### config.mk
export PLATFORM = sky130hd
export DESIGN_NAME = refresh_restore_handler
export DESIGN_NICKNAME = d
export VERILOG_FILES = /design/src/rtl/refresh_restore_handler.sv
export SDC_FILE = /design/constraint.sdc
export NUM_CORES = 1
export LEC_CHECK = 0
export CELL_PAD_IN_SITES_DETAIL_PLACEMENT = 1
export CELL_PAD_IN_SITES_GLOBAL_PLACEMENT = 1
export CORE_UTILIZATION = 42
export DETAILED_ROUTE_END_ITERATION = 10
export GPL_TIMING_DRIVEN = 0
export HOLD_SLACK_MARGIN = 0.05
export MAX_ROUTING_LAYER = met4
export PLACE_DENSITY = 0.76
export SLEW_MARGIN = 40
export SYNTH_ARGS = -nofsm -noshare
export SYNTH_HDL_FRONTEND = slang
export SYNTH_SLANG_ARGS = --single-unit
### constraint.sdc
create_clock -name clk -period 4.15 [get_ports clk]
set_input_delay 0.415 -clock clk [delete_from_list [all_inputs] [get_ports clk]]
set_output_delay 0.415 -clock clk [all_outputs]
set_load 0.02 [all_outputs]
### src/rtl/refresh_restore_handler.sv
// Refresh-with-restore sequencer: snapshots the open-row tracker, closes the open banks,
// issues one REF, then re-opens the same rows so the application view is unchanged.
module refresh_restore_handler #(
    parameter int ROW_WIDTH  = 15,
    parameter int BANK_WIDTH = 3,
    parameter int CS_WIDTH   = 1,
    parameter int TRP        = 6,
    parameter int TRFC       = 44,
    parameter int TRRD       = 4,
    parameter int TRCD       = 6
) (
    input  logic                  clk,
    input  logic                  rst,
    input  logic                  maint_req,
    output logic                  maint_busy,
    output logic                  maint_done,
    output logic [BANK_WIDTH-1:0] maint_bank,
    input  logic [ROW_WIDTH:0]    maint_bank_state,
    output logic [31:0]           instr,
    output logic                  is_mnt,
    input  logic                  instr_ready
);
    localparam int NUM_BANKS = 1 << BANK_WIDTH;
    localparam int CS_OFFSET = ROW_WIDTH + BANK_WIDTH;
    localparam int RAS_BIT   = 30;
    localparam int CAS_BIT   = 29;
    localparam int WE_BIT    = 28;
    localparam logic [7:0] TRP_M1  = 8'(TRP - 1);
    localparam logic [7:0] TRFC_M1 = 8'(TRFC - 1);
    localparam logic [7:0] TRRD_M1 = 8'(TRRD - 1);
    localparam logic [7:0] TRCD_M1 = 8'(TRCD - 1);

    typedef enum logic [3:0] {
        S_IDLE, S_SCAN, S_PRE, S_WAIT_RP, S_REF, S_WAIT_RFC,
        S_ACT, S_WAIT_RRD, S_WAIT_RCD, S_DONE
    } state_t;
    typedef enum logic [2:0] {L_NONE, L_PRE, L_REF, L_ACT, L_DONE} launch_t;

    function automatic logic [31:0] encode(input logic ras, input logic cas, input logic we,
                                           input logic [BANK_WIDTH-1:0] bank,
                                           input logic [ROW_WIDTH-1:0] row);
        logic [31:0] w;
        w = '0;
        w[31] = 1'b1;
        w[RAS_BIT] = ras;
        w[CAS_BIT] = cas;
        w[WE_BIT]  = we;
        w[CS_OFFSET +: CS_WIDTH] = '0;
        w[ROW_WIDTH +: BANK_WIDTH] = bank;
        w[ROW_WIDTH-1:0] = row;
        return w;
    endfunction

    state_t                 state_reg, state_next;
    logic [7:0]             cnt_reg, cnt_next;
    logic [NUM_BANKS-1:0]   open_reg, open_next;
    logic [NUM_BANKS-1:0]   pend_reg, pend_next;
    logic [ROW_WIDTH-1:0]   row_reg [NUM_BANKS];
    logic [31:0]            instr_reg, instr_next;
    logic                   is_mnt_reg, is_mnt_next;
    logic                   done_reg, done_next;
    logic                   busy_reg, busy_next;
    logic [BANK_WIDTH-1:0]  bank_reg, bank_next;

    launch_t                launch;
    logic [NUM_BANKS-1:0]   pend_src;
    logic [NUM_BANKS-1:0]   one_hot;
    logic [BANK_WIDTH-1:0]  low_idx;
    logic                   accepted;
    logic                   rfc_end;

    assign accepted = is_mnt_reg && instr_ready;

    always_comb begin
        state_next  = state_reg;
        cnt_next    = cnt_reg;
        open_next   = open_reg;
        pend_next   = pend_reg;
        instr_next  = instr_reg;
        is_mnt_next = is_mnt_reg;
        done_next   = 1'b0;
        busy_next   = busy_reg;
        bank_next   = bank_reg;
        launch      = L_NONE;
        pend_src    = pend_reg;
        rfc_end     = 1'b0;

        case (state_reg)
            S_IDLE: if (maint_req) begin
                state_next = S_SCAN;
                bank_next  = '0;
                busy_next  = 1'b1;
                open_next  = '0;
            end
            S_SCAN: begin
                open_next[bank_reg] = maint_bank_state[ROW_WIDTH];
                if (bank_reg == BANK_WIDTH'(NUM_BANKS - 1)) begin
                    pend_src = open_next;
                    launch   = (open_next == '0) ? L_REF : L_PRE;
                end else begin
                    bank_next = bank_reg + 1'b1;
                end
            end
            S_PRE: if (accepted) begin
                is_mnt_next = 1'b0;
                instr_next  = '0;
                if (pend_reg != '0) launch = L_PRE;
                else if (TRP == 1) launch = L_REF;
                else begin
                    state_next = S_WAIT_RP;
                    cnt_next   = TRP_M1;
                end
            end
            S_WAIT_RP: if (cnt_reg <= 8'd1) launch = L_REF; else cnt_next = cnt_reg - 1'b1;
            S_REF: if (accepted) begin
                is_mnt_next = 1'b0;
                instr_next  = '0;
                if (TRFC == 1) rfc_end = 1'b1;
                else begin
                    state_next = S_WAIT_RFC;
                    cnt_next   = TRFC_M1;
                end
            end
            S_WAIT_RFC: if (cnt_reg <= 8'd1) rfc_end = 1'b1; else cnt_next = cnt_reg - 1'b1;
            S_ACT: if (accepted) begin
                is_mnt_next = 1'b0;
                instr_next  = '0;
                if (pend_reg == '0) begin
                    if (TRCD == 1) launch = L_DONE;
                    else begin
                        state_next = S_WAIT_RCD;
                        cnt_next   = TRCD_M1;
                    end
                end else if (TRRD == 1) launch = L_ACT;
                else begin
                    state_next = S_WAIT_RRD;
                    cnt_next   = TRRD_M1;
                end
            end
            S_WAIT_RRD: if (cnt_reg <= 8'd1) launch = L_ACT; else cnt_next = cnt_reg - 1'b1;
            S_WAIT_RCD: if (cnt_reg <= 8'd1) launch = L_DONE; else cnt_next = cnt_reg - 1'b1;
            S_DONE: begin
                busy_next  = 1'b0;
                state_next = S_IDLE;
            end
            default: state_next = S_IDLE;
        endcase

        // Row restore only needs the banks that were open when the snapshot was taken
        if (rfc_end) begin
            pend_src = open_reg;
            launch   = (open_reg != '0) ? L_ACT : L_DONE;
        end

        low_idx = '0;
        for (int i = NUM_BANKS - 1; i >= 0; i--) begin
            if (pend_src[i]) low_idx = i[BANK_WIDTH-1:0];
        end
        one_hot = '0;
        one_hot[low_idx] = 1'b1;

        case (launch)
            L_PRE: begin
                instr_next  = encode(1'b0, 1'b1, 1'b0, low_idx, '0);
                is_mnt_next = 1'b1;
                pend_next   = pend_src & ~one_hot;
                state_next  = S_PRE;
            end
            L_REF: begin
                instr_next  = encode(1'b0, 1'b0, 1'b1, '0, '0);
                is_mnt_next = 1'b1;
                state_next  = S_REF;
            end
            L_ACT: begin
                instr_next  = encode(1'b0, 1'b1, 1'b1, low_idx, row_reg[low_idx]);
                is_mnt_next = 1'b1;
                pend_next   = pend_src & ~one_hot;
                state_next  = S_ACT;
            end
            L_DONE: begin
                done_next  = 1'b1;
                state_next = S_DONE;
            end
            default: ;
        endcase
    end

    always_ff @(posedge clk) begin
        if (rst) begin
            state_reg  <= S_IDLE;
            cnt_reg    <= '0;
            open_reg   <= '0;
            pend_reg   <= '0;
            instr_reg  <= '0;
            is_mnt_reg <= 1'b0;
            done_reg   <= 1'b0;
            busy_reg   <= 1'b0;
            bank_reg   <= '0;
            for (int i = 0; i < NUM_BANKS; i++) row_reg[i] <= '0;
        end else begin
            state_reg  <= state_next;
            cnt_reg    <= cnt_next;
            open_reg   <= open_next;
            pend_reg   <= pend_next;
            instr_reg  <= instr_next;
            is_mnt_reg <= is_mnt_next;
            done_reg   <= done_next;
            busy_reg   <= busy_next;
            bank_reg   <= bank_next;
            if (state_reg == S_SCAN) row_reg[bank_reg] <= maint_bank_state[ROW_WIDTH-1:0];
        end
    end

    assign maint_busy = busy_reg;
    assign maint_done = done_reg;
    assign maint_bank = bank_reg;
    assign instr      = instr_reg;
    assign is_mnt     = is_mnt_reg;

endmodule

# ---- Word-level counts from Yosys, hierarchy flattened
# Memories as Yosys holds them, arrays and structs flattened.
# Cells that the tools add are included.
dict set report classes {
  mux 65
  add_sub_neg 2
  magnitude_cmp 5
  n_reduce_logical 28
  n_eq_ne 27
  bitwise_logic 2
}
# op n
set op_table {}
lappend op_table {{one-hot mux 32 bit (3 select lines)} 1}
lappend op_table {{2-to-1 mux 8 bit} 9}
lappend op_table {{2-to-1 mux 32 bit} 2}
lappend op_table {{2-to-1 mux 3 bit} 15}
lappend op_table {{one-hot mux 8 bit (4 select lines)} 1}
lappend op_table {{!= test 6 bit (second input constant)} 5}
lappend op_table {{2-to-1 mux 4 bit} 6}
lappend op_table {{one-hot mux 4 bit (5 select lines)} 1}
lappend op_table {{2-to-1 mux 1 bit} 17}
lappend op_table {{== test 4 x 3 -> 1 bit (second input constant)} 4}
lappend op_table {{logical NOT 8 bit} 2}
lappend op_table {{one-hot mux 4 bit (4 select lines)} 1}
lappend op_table {{one-hot mux 8 bit (2 select lines)} 1}
lappend op_table {{nonzero test 8 bit} 2}
lappend op_table {{2-to-1 mux 15 bit} 1}
lappend op_table {{one-hot mux 3 bit (5 select lines)} 1}
lappend op_table {{OR reduction 15 bit} 1}
lappend op_table {{!= test 2 bit (second input constant)} 7}
lappend op_table {{AND reduction 6 bit} 2}
lappend op_table {{nonzero test 4 bit} 3}
lappend op_table {{AND 8 bit} 1}
lappend op_table {{bitwise mux 8 bit} 1}
lappend op_table {{== test 4 x 2 -> 1 bit (second input constant)} 2}
lappend op_table {{== test 4 bit (second input constant)} 2}
lappend op_table {{24 further kinds} 41}
dict set report word_totals {
  register_bits 66
  out_inout_bits 38
  mem_bits_rw 120
  memories 1
}
# name depth width rd rd_ports_with_merged_regs wr line
set mem_list {}
lappend mem_list {row_reg 8 15 1 0 8 58} ;# logic [ROW_WIDTH-1:0] row_reg [NUM_BANKS];

# ---- Depth between registers and ports, before layout
# Gate-level depths: netlist of run 1.
dict set report logic_depth {
  ltp_word 22
  mapped_depth 15
  ltp_nobuf 10
}

# ---- Least setup slack after synthesis of run 1
# Ideal clock, no wire load.
dict set report synth_path {
  kind {reg2reg}
  start {register bank_reg[1] (netlist: maint_bank[1])}
  end {register instr_reg[14] (netlist: instr[14])}
  t_arrival_ps 2978
  t_required_ps 4030
  stages_incl_launch_ff 14
  slack_ps 1052
  path_buffers 3
  cell_sequence {dfxtp_1 > ha_1 > ha_1 > inv_1 > nor2_4 > buf_6 > mux2_2 > a221oi_1 > and2_1 > buf_4 > buf_4 > mux2_2 > o211ai_1 > o21ai_1}
}
dict set report synth_between {
  elab_chain_len 18
  elab_cells_between_ends 31
  classes_between {2 x order compare; 4 x eq/ne; 19 x mux; 5 x reduce/logical; 1 x memory}
}
# element line
set synth_lines {}
lappend synth_lines {{start, declared} 63} ;# logic [BANK_WIDTH-1:0] bank_reg, bank_next;
lappend synth_lines {{start signal, assigned} 209} ;# bank_reg <= bank_next;
lappend synth_lines {{less-than comparator 3 x 4 -> 1 bit (not written as such) / greater-or-equal comparator 3 x 1 -> 1 bit (equally long branches)} 96} ;# open_next[bank_reg] = maint_bank_state[ROW_WIDTH];
lappend synth_lines {{logical AND 1 bit (not written as such)} 96}
lappend synth_lines {{2-to-1 mux 1 bit (not written as such)} 96}
lappend synth_lines {{demux 1 bit (select 3 bit)} 96}
lappend synth_lines {{bitwise mux 8 bit} 96}
lappend synth_lines {{2-to-1 mux 8 bit} 97} ;# if (bank_reg == BANK_WIDTH'(NUM_BANKS - 1)) begin
lappend synth_lines {{2-to-1 mux 8 bit} 88} ;# case (state_reg)
lappend synth_lines {{2-to-1 mux 8 bit} 150} ;# if (rfc_end) begin
lappend synth_lines {{2-to-1 mux 3 bit (8 in series)} 157} ;# if (pend_src[i]) low_idx = i[BANK_WIDTH-1:0];
lappend synth_lines {{memory read (8 x 15 bit)} --}
lappend synth_lines {{one-hot mux 32 bit (3 select lines)} 162} ;# case (launch)
lappend synth_lines {{end signal, assigned} 205} ;# instr_reg <= instr_next;
lappend synth_lines {{end, declared} 59} ;# logic [31:0] instr_reg, instr_next;
# Parallel ways exist; a longest one is shown, timed or not.
# A chain may end at the register's enable or synchronous reset.

# ---- Worst setup path in the final report of run 1
# Same ends and word-level chain as after synthesis.

==> results of run 1 <==
## synth_stat cells (4+ instances only)
library cell    n
a211oi_1        5
a21oi_1        46
a22o_1          9
a22oi_1         9
a32o_1          4
and3_1        127
buf_2          18
buf_4          14
clkbuf_1       52
dfxtp_1        55
edfxtp_1      120
ha_1            4
inv_1           9
mux2_2          9
mux2i_1        10
nand2_1        45
nand2b_1       10
nand3_1         8
nand3b_1        7
nand4_1         4
nor2_1         74
nor2b_1         5
nor3_1         19
nor3b_1        11
nor4_1          7
o211ai_1        7
o21a_1          6
o21ai_0        34
o21ai_1         4
o21bai_1        4
o221ai_1        7
o22a_1          6
o22ai_1        27
o31ai_1        10
o32ai_1         9
or2_2          10
## tightest hold or removal path, cell delays in order, from the launching register on
cell and delay [ns]:
dfxtp_1 0.31, nand2_1 0.05, o21ai_1 0.05
## worst max-delay path by stage
| stage | cells after the start | to | start | slack [ns] |
|---|---|---|---|---|
| 2_1_floorplan | 13 | instr[14] | maint_bank[1] | 1.05 |
| 3_3_place_gp | 13 | instr[8] | maint_bank_state[15] | -0.38 |
| 3_5_place_dp | 13 | instr[8] | maint_bank_state[15] | -0.38 |
| 4_1_cts | 12 | instr[8] | maint_bank[1] | 0.04 |
| 5_1_grt | 13 | instr[8] | maint_bank_state[15] | 0.08 |
| 6_report | 13 | instr[14] | maint_bank[1] | 0.17 |
## report_power, final
part / leakage, nW / internal, mW / switching (mW)
registers: 1.69 / 1.91 / 0.0208
clock network: 0.297 / 0.913 / 0.775
logic: 2.12 / 0.0719 / 0.170
## routing by layer
metal | global-route usage | vias up | routed length (um)
li1 | - | 3449 | -
met1 | 0.426 | 3971 | 14100
met2 | 0.434 | 355 | 14000
met3 | 0.0402 | 47 | 2350
met4 | 0.0969 | 0 | 718
met5 | - | - | 0
## cell type report
type	instances	area, um^2	share of cell area
Buffer	89	427	0.0409
Clock inverter	14	174	0.0167
Multi-Input combinational cell	615	3870	0.371
Timing Repair Buffer	45	450	0.0432
Tap cell	275	344	0.0330
Inverter	9	33.8	0.00324
Clock buffer	18	429	0.0411
Sequential cell	175	4700	0.451
## cell families after synthesis
kind of cell | count (synthesis) | synth area share
AO/OA/AOI/OAI | 220 | 0.168
XOR/XNOR | 4 | 0.00391
adder cells (fa/ha/maj) | 4 | 0.00558
buffers and inverters | 98 | 0.0510
flip-flops | 175 | 0.524
multiplexers | 19 | 0.0225
other | 1 | 0.000418
AND/OR/NAND/NOR | 357 | 0.225
## per-stage QoR
step,util,cell area [um^2],cells,setup slack [ns],hold WS [ns]
floorplan,-,9010,888,1.05,0.475
finish,0.498,10400,1240,0.169,0.450
global placement,0.468,9800,1208,-0.383,0.439
detailed placement,0.468,9810,1208,-0.379,0.445
global route,0.498,10400,1240,0.0751,0.464
CTS,0.497,10400,1240,0.0448,0.454
## timing repair
| item | in CTS | in global routing |
|---|---|---|
| setup endpoints to repair | 0 | 6 |
| hold buffers | 0 | 0 |
| resized for setup | 0 | 3 |
## layout by cell type, fill, tap and decap left out, types with 11 or more instances in the layout
master	count
and3_1	127
edfxtp_1	120
nor2_1	74
dfxtp_1	55
clkbuf_1	51
a21oi_1	46
nand2_1	45
clkdlybuf4s50_1	45
o21ai_0	34
o22ai_1	27
buf_2	18
nor3_1	17
clkbuf_16	17
buf_4	14
conb_1	11
==> results.md, run 1 <==
* Number of synthesized register bits at ~180
* Slew margin rel. at 0.442
* Tmin final at ~4 ns
* Vias at just under 8000
* Actual slew at the worst max-slew pin at between 0.8 and 0.9 ns
* DIE WIDTH at roughly 150 um
* Die footprint at around 0.022 mm^2
* Remaining Overflow, GRT at 0
* # H-tree levels at 4
* Die height at about 150 um
* Largest net degree at the start of global routing at 18
* Pwr Density at roughly 370 mW/mm^2
* TritonRoute pass-1 iters at 8
* Period utilization at 0.959
* Clock Pin Slew Worst Setup and Hold Paths at 0.08 ns
* WHS Endpoint: instr[10]
* DR WL/cell at ~25 um
* Setup_tns at 0 ns
* Final max-slew violation count at 0
* Top post-synthesis cells by area: edfxtp_1, dfxtp_1, and3_1, nor2_1, a21oi_1
* Maxcap violations at 0
* Clock skew at between 0.009 and 0.01 ns
* Max reg flops at 120
* Area delta synth->final at 16.3%
* Antenna cell count at 0
* Initial Utilization at 0.428
* Cell Chain, Critical Path: ha_1 > ha_1 > inv_1 > nor2_4 > buf_6 > mux2_2 > a221oi_1 > and2_1 > buf_4 > buf_4 > mux2_2 > o211ai_1 > o21ai_1
* Row cnt at between 50 and 60
* Clock Latency Late Sink at ~0.45 ns
* Routed vias/inst at 6.31
* Finish-stage setup viols at 0
* Min-Delay Path Class: reg -> reg
* GRT Total Usage at 0.298
* Ports at 58
* Unique masters post-synth at 82
* Failing checks: design-rule violations
* R2R cell count at 13
* Post-synthesis cell area at ~0.0090 mm^2
* RSZ-0062 raised after global routing: false
* Gp weighted congestion at around 0.92
* Setup bufs post-CTS at 0
* TritonCTS clock tree: built
* CTS root buffer: clkbuf_16
* Crit path max-delay family: compound AO/OA/AOI/OAI gates
* Post-synthesis sequential area ratio at 0.524
* Fin nets at slightly below 1000
* Leakage power at 4.11 nW
* Drt drc at 2
* Ys flop type: edfxtp_1
* Crit-path max FO at 10
* Buffers plus inverters on the worst setup path at 4
* CP Capture Type: flop
* Peak VDD IR at 0.000278 V
* Post-DP HPWL at roughly 22000 um
* Yosys top cell area share at 0.402
* Worst reg2reg startpoint: maint_bank[1]
* I/O Buffers at 45
* Filler Cells Inserted at about 2400
* Reg-to-reg endpoint: instr[14]
* Syn. warnings at 0
* Core area at 0.0210 mm^2
* Internal reg-to-reg setup slack at ~0.17 ns
* Status: finished with violations
* Worst Path Arrival at ~4.3 ns
* Antenna viol nets, final at 0
* WS Path Type: reg -> reg
* Asr flop ratio synth at 0
* CTS Sinks at approximately 180
* Starting DRT DRC Count at between 800 and 900
* Post-synthesis cell count at between 800 and 900
* Cells on Worst Hold Path at 2
* Hold wc startpoint: instr[10]
* Element type at the critical path start: flop
* Critical Path Slowest Stage Cell: a221oi_1
* TritonCTS Buffers at 17
* First-pass GRT wire length at around 47000 um
* Critical path required time at about 4.5 ns
* Post-synthesis area per instance at 10.2 um^2
* Slowest stage delay, CP at ~0.56 ns
* Vias in the first global route at roughly 7500
* Final wirelength at about 31000 um
* Initial antenna violation count at 0
* Final Hold Vio Count at 0
* Number of synthesized flops with an enable pin at 120
* Share of cells above drive strength 1 at 0.111
* F_max at between 200 and 300 MHz
* Bufs on Longest Clock Path at 2
* Largest area contributor in the netlist: edfxtp_1
* Design Power at 3.86 mW
No activity file was read; power rests on OpenSTA's default activity.
==> run 2: changes to the inputs <==
Settings changed: SLEW_MARGIN 40 to unset.
==> run 2 against run 1 <==
The run still ends with design-rule violations left. Cell count did not move. Clock skew rose by 0.0060 ns. Clock power fell by 2%. Sequential power barely moved. Global-route usage fell by 0.054 points. Worst hold slack improved by 0.00089 ns. Cell area fell by 0.16%. Total power fell by 1.1%. Clock-buffer cell count did not move. Register-to-register slack improved by 0.02 ns.
==> results.md, run 2 (synthesis results as in run 1) <==
* Status: finished with violations
* Failing checks: design-rule violations
* Routed vias/inst at ~6.3
* Pwr Density at around 370 mW/mm^2
* Slew margin rel. at 0.354
* DR WL/cell at between 20 and 25 um
* Row cnt at between 50 and 60
* Setup bufs post-CTS at 0
* Starting DRT DRC Count at around 790
* Element type at the critical path start: flop
* Drt drc at 2
* Initial Utilization at 0.428
* Vias in the first global route at around 7700
* Die footprint at 0.0219 mm^2
* Core area at ~0.021 mm^2
* Leakage power at 4.09 nW
* Share of cells above drive strength 1 at 0.110
* Period utilization at 0.955
* Internal reg-to-reg setup slack at around 0.19 ns
* DIE WIDTH at roughly 150 um
* Layout Utilization at 0.497
* Initial antenna violation count at 0
* Max reg flops at 120
* F_max at 252 MHz
* Largest net degree at the start of global routing at 19
* Reg-to-reg endpoint: instr[14]
* Ports at a little under 60
* Bufs on Longest Clock Path at 2
* CTS root buffer: clkbuf_16
* Vias at ~7800
* Crit-path max FO at 10
* # H-tree levels at 4
* RSZ-0062 raised after global routing: false
* Actual slew at the worst max-slew pin at 0.966 ns
* Hold wc startpoint: instr[10]
* Commonest non-fill, non-tap cells in the layout: and3_1, edfxtp_1, nor2_1, dfxtp_1, clkbuf_1
* Final max-slew violation count at 0
* Most common cell after layout, fill and taps aside: and3_1
* Clock Latency Late Sink at around 0.44 ns
* Fin nets at approximately 980
* Die height at between 100 and 150 um
* Area delta synth->final at 16.1%
* First-pass GRT wire length at between 40000 and 50000 um
* Gp weighted congestion at 0.915
* Worst reg2reg startpoint: maint_bank[1]
* TritonCTS Buffers at 17
* Filler Cells Inserted at around 2400
* WHS Endpoint: instr[10]
* GRT Total Usage at 0.297
* Cells on Worst Hold Path at 2
* TritonCTS clock tree: built
* CTS Sinks at between 150 and 200
* CP Capture Type: flop
* Cell Chain, Critical Path: ha_1 > ha_1 > inv_1 > nor2_4 > buf_6 > mux2_2 > a221oi_1 > and2_1 > buf_4 > buf_4 > mux2_2 > o211ai_1 > o21ai_1
* Remaining Overflow, GRT at 0
* WS Path Type: reg -> reg
* Clock skew at 0.0156 ns
* Peak VDD IR at about 0.00028 V
* Clock Pin Slew Worst Setup and Hold Paths at 0.08 ns
* Tmin final at between 3 and 4 ns
* Maxcap violations at 0
* Critical path required time at 4.47 ns
* Worst Path Arrival at between 4 and 5 ns
* Min-Delay Path Class: reg -> reg
* Worst hold slack at between 0.4 and 0.5 ns
* Critical Path Slowest Stage Cell: a221oi_1
* Finish-stage setup viols at 0
* R2R cell count at 13
* TritonRoute pass-1 iters at 8
* Final wirelength at 31000 um
* Post-DP HPWL at 21900 um
* I/O Buffers at 45
* Antenna cell count at 0
* Final Hold Vio Count at 0
* Antenna viol nets, final at 0
* Slowest stage delay, CP at approximately 0.57 ns
-- run 2: how the worst max path moves through the flow --
stage / start / cells past startpoint / end / slack (ns)
global placement: maint_bank_state[15] / 13 / instr[8] / -0.38
CTS: maint_bank_state[15] / 13 / instr[8] / 0.03
detailed placement: maint_bank_state[15] / 13 / instr[8] / -0.43
finish: maint_bank[1] / 13 / instr[14] / 0.19
global route: maint_bank[1] / 13 / instr[14] / 0.01
floorplan: maint_bank[1] / 13 / instr[14] / 1.05
-- run 2: critical path, delay by kind of cell, from the launching register on --
kind,cells,cell delay (ns)
and+or+nand+nor,2,0.37
muxes,2,0.71
DFF,1,0.46
AOI/OAI and AO/OA,3,1.02
buffers and inverters,4,0.76
adders and majority gates,2,0.51
-- run 2: area by class of cell --
cell class | count | area [um^2] | area share
plain buffers | 89 | 427 | 0.0410
clock buffers | 18 | 429 | 0.0412
clock inverters | 14 | 163 | 0.0156
inverters | 9 | 33.8 | 0.00324
multi-input cells | 615 | 3860 | 0.371
flip-flops and latches | 175 | 4700 | 0.452
well taps | 275 | 344 | 0.0330
repair buffers | 45 | 450 | 0.0432
-- run 2: timing repair --
item                                    CTS  global route
resized for setup                         1             7
hold buffers                              0             0
endpoints found under the setup margin   10            11
gates cloned                              0             0
-- run 2: where the power goes --
part	internal (mW)	leakage, nW	switching [mW]
clock network	0.862	0.287	0.784
registers	1.91	1.69	0.0205
logic	0.0718	2.12	0.170
-- run 2: through the flow --
| stage | worst slack, ns | TNS (ns) | power (mW) | instances | cell area, um^2 |
|---|---|---|---|---|---|
| 2_1_floorplan | 1.05 | 0 | 2.09 | 888 | 9010 |
| 3_3_place_gp | -0.383 | -2.75 | 2.20 | 1208 | 9800 |
| 3_5_place_dp | -0.426 | -3.53 | 2.20 | 1208 | 9800 |
| 4_1_cts | 0.0279 | 0 | 3.82 | 1240 | 10400 |
| 5_1_grt | 0.0145 | 0 | 3.91 | 1240 | 10400 |
| 6_report | 0.185 | 0 | 3.82 | 1240 | 10400 |
-- run 2: routing by layer --
layer	routed length (um)	GRT usage
met2	13900	0.432
met4	743	0.103
met1	14200	0.421
met3	2040	0.0451
met5	0	-
==> run 3: changes to the inputs <==
Settings changed: SETUP_SLACK_MARGIN set to 0.2.
==> run 3 against run 2 <==
Register-to-register slack gained 0.13 ns. The flow still finishes with violations (design-rule violations). Critical endpoint is now instr[4]. Sequential power about the same. Via count grew 0.17%. Largest cell class unchanged.
==> results.md, run 3 (synthesis results as in run 1) <==
* DR WL/cell at approximately 25 um
* Min setup slack post-route at 0.317 ns
* Core area at approximately 0.021 mm^2
* Internal power at ~2.8 mW
* Setup bufs post-CTS at 0
* First-pass GRT wire length at approximately 47000 um
* TritonCTS Buffers at 17
* Worst hold slack at roughly 0.45 ns
* Filler Cells Inserted at 2354
* Crit-path max FO at 10
* Row cnt at 53
* Slowest stage delay, CP at 0.69 ns
* Finish-stage setup viols at 0
* Actual slew at the worst max-slew pin at ~0.83 ns
* GRT Total Usage at 0.299
* Element type at the critical path start: flop
* Largest net degree at the start of global routing at 19
* Bufs on Longest Clock Path at 2
* Final std cells w/o fill at ~1200
* Clock Latency Late Sink at 0.44 ns
* Max reg flops at 120
* Cell Chain, Critical Path: buf_2 > nor3b_2 > mux2i_1 > a41o_1 > a21oi_1 > or3_1 > buf_2 > o22ai_1 > a21oi_1 > a32o_1
* I/O Buffers at 45
* Gp weighted congestion at 0.915
* Final wirelength at roughly 31000 um
* DIE WIDTH at 148 um
* Switching Fraction at 0.257
* Net Sw Power at approximately 0.98 mW
* Clock power share at 0.432
* Starting DRT DRC Count at a little over 800
* Min-Delay Path Class: reg -> reg
* RSZ-0062 raised after global routing: false
* TritonRoute pass-1 iters at 8
* Comb power frac at 0.063
* Worst Path Arrival at around 4.2 ns
* Maxcap violations at 0
* Status: finished with violations
* Initial Utilization at 0.428
* Critical Path Slowest Stage Cell: nor3b_2
* Ports at 58
* CTS Sinks at 175
* Fin nets at a little under 1000
* Slew margin rel. at 0.440
* Failing checks: design-rule violations
* Routed vias/inst at approximately 6.3
* Worst slack, placed at -0.426 ns
* Period utilization at 0.924
* Remaining Overflow, GRT at 0
* CTS root buffer: clkbuf_16
* CP Capture Type: flop
* Share of cells above drive strength 1 at 0.116
* Sequential power share at 0.505
* CTS Hold Bufs at 0
* Layout Utilization at 0.499
* Buffers plus inverters on the worst setup path at 2
* Area delta synth->final at 16.4%
* Peak VDD IR at about 0.00028 V
* Tmin final at approximately 3.8 ns
* Area of placed instances at between 0.009 and 0.01 mm^2
* Antenna viol nets, final at 0
* Initial antenna violation count at 1
* Die footprint at approximately 0.022 mm^2
* # H-tree levels at 4
* Post-DP HPWL at around 22000 um
* TritonCTS clock tree: built
* Placed cell count at between 1000 and 1500
* Most common cell after layout, fill and taps aside: and3_1
* Final max-slew violation count at 0
* Setup_tns at 0 ns
* Vias in the first global route at ~7700
* F_max at between 200 and 300 MHz
* Critical path required time at 4.48 ns
* Pwr Density at ~370 mW/mm^2
* Leakage power at 4.10 nW
* WS Path Type: reg -> reg
* Design Area, Final at approximately 0.010 mm^2
* Commonest non-fill, non-tap cells in the layout: and3_1, edfxtp_1, nor2_1, dfxtp_1, clkbuf_1
* Vias at roughly 7900
* Drt drc at 2
* Die height at between 100 and 150 um
* Design Power at around 3.8 mW
* Clock Pin Slew Worst Setup and Hold Paths at ~0.07 ns
* Final Hold Vio Count at 0
* Clock skew at approximately 0.014 ns
* Crit path max-delay family: compound AO/OA/AOI/OAI gates
-- run 3: cell count changes in the layout (fill, tap and decap cells not counted), sizes merged --
cell and change:
diode +1
-- run 3: worst reg2reg max path: stages (launching register included) --
cell and delay, ns:
dfxtp_1 0.34, buf_2 0.20, nor3b_2 0.69, mux2i_1 0.35
a41o_1 0.37, a21oi_1 0.15, or3_1 0.56, buf_2 0.28
o22ai_1 0.37, a21oi_1 0.15, a32o_1 0.29
-- run 3: final cells by class --
type | instances | area [um^2] | area share
antenna | 1 | 2.50 | 0.000240
clock inverter | 14 | 163 | 0.0156
multi-input combinational | 615 | 3890 | 0.373
clock buffer | 18 | 429 | 0.0411
sequential | 175 | 4700 | 0.450
timing repair buffer | 45 | 450 | 0.0431
buffer | 89 | 427 | 0.0408
inverter | 9 | 33.8 | 0.00323
tap | 275 | 344 | 0.0329
-- run 3: metal layers --
metal / part of all wire / up-vias / GRT usage
li1: - / 3461 / -
met3: 0.073 / 42 / 0.0417
met5: 0 / - / -
met4: 0.024 / 0 / 0.103
met2: 0.45 / 348 / 0.437
met1: 0.45 / 4011 / 0.423
-- run 3: power groups by stage --
stage / Sequential, mW / Clock, mW / Combinational, mW
2_1_floorplan: 1.96 / 0 / 0.129
3_3_place_gp: 1.97 / 0 / 0.231
3_5_place_dp: 1.97 / 0 / 0.234
4_1_cts: 1.93 / 1.65 / 0.236
5_1_grt: 1.94 / 1.71 / 0.255
6_report: 1.93 / 1.66 / 0.241
-- run 3: final timing paths --
| kind | to | depth (start not counted) | slack (ns) | from |
|---|---|---|---|---|
| max | instr[4] | 10 | 0.32 | maint_bank[2] |
| max reg2reg | instr[4] | 10 | 0.32 | maint_bank[2] |
| min | instr[10] | 2 | 0.45 | instr[10] |
| min reg2reg | instr[10] | 2 | 0.45 | instr[10] |
-- run 3: timing repair --
action,in CTS,in global routing
gates cloned,0,0
endpoints found under the setup margin,10,14
gates resized for setup,4,8
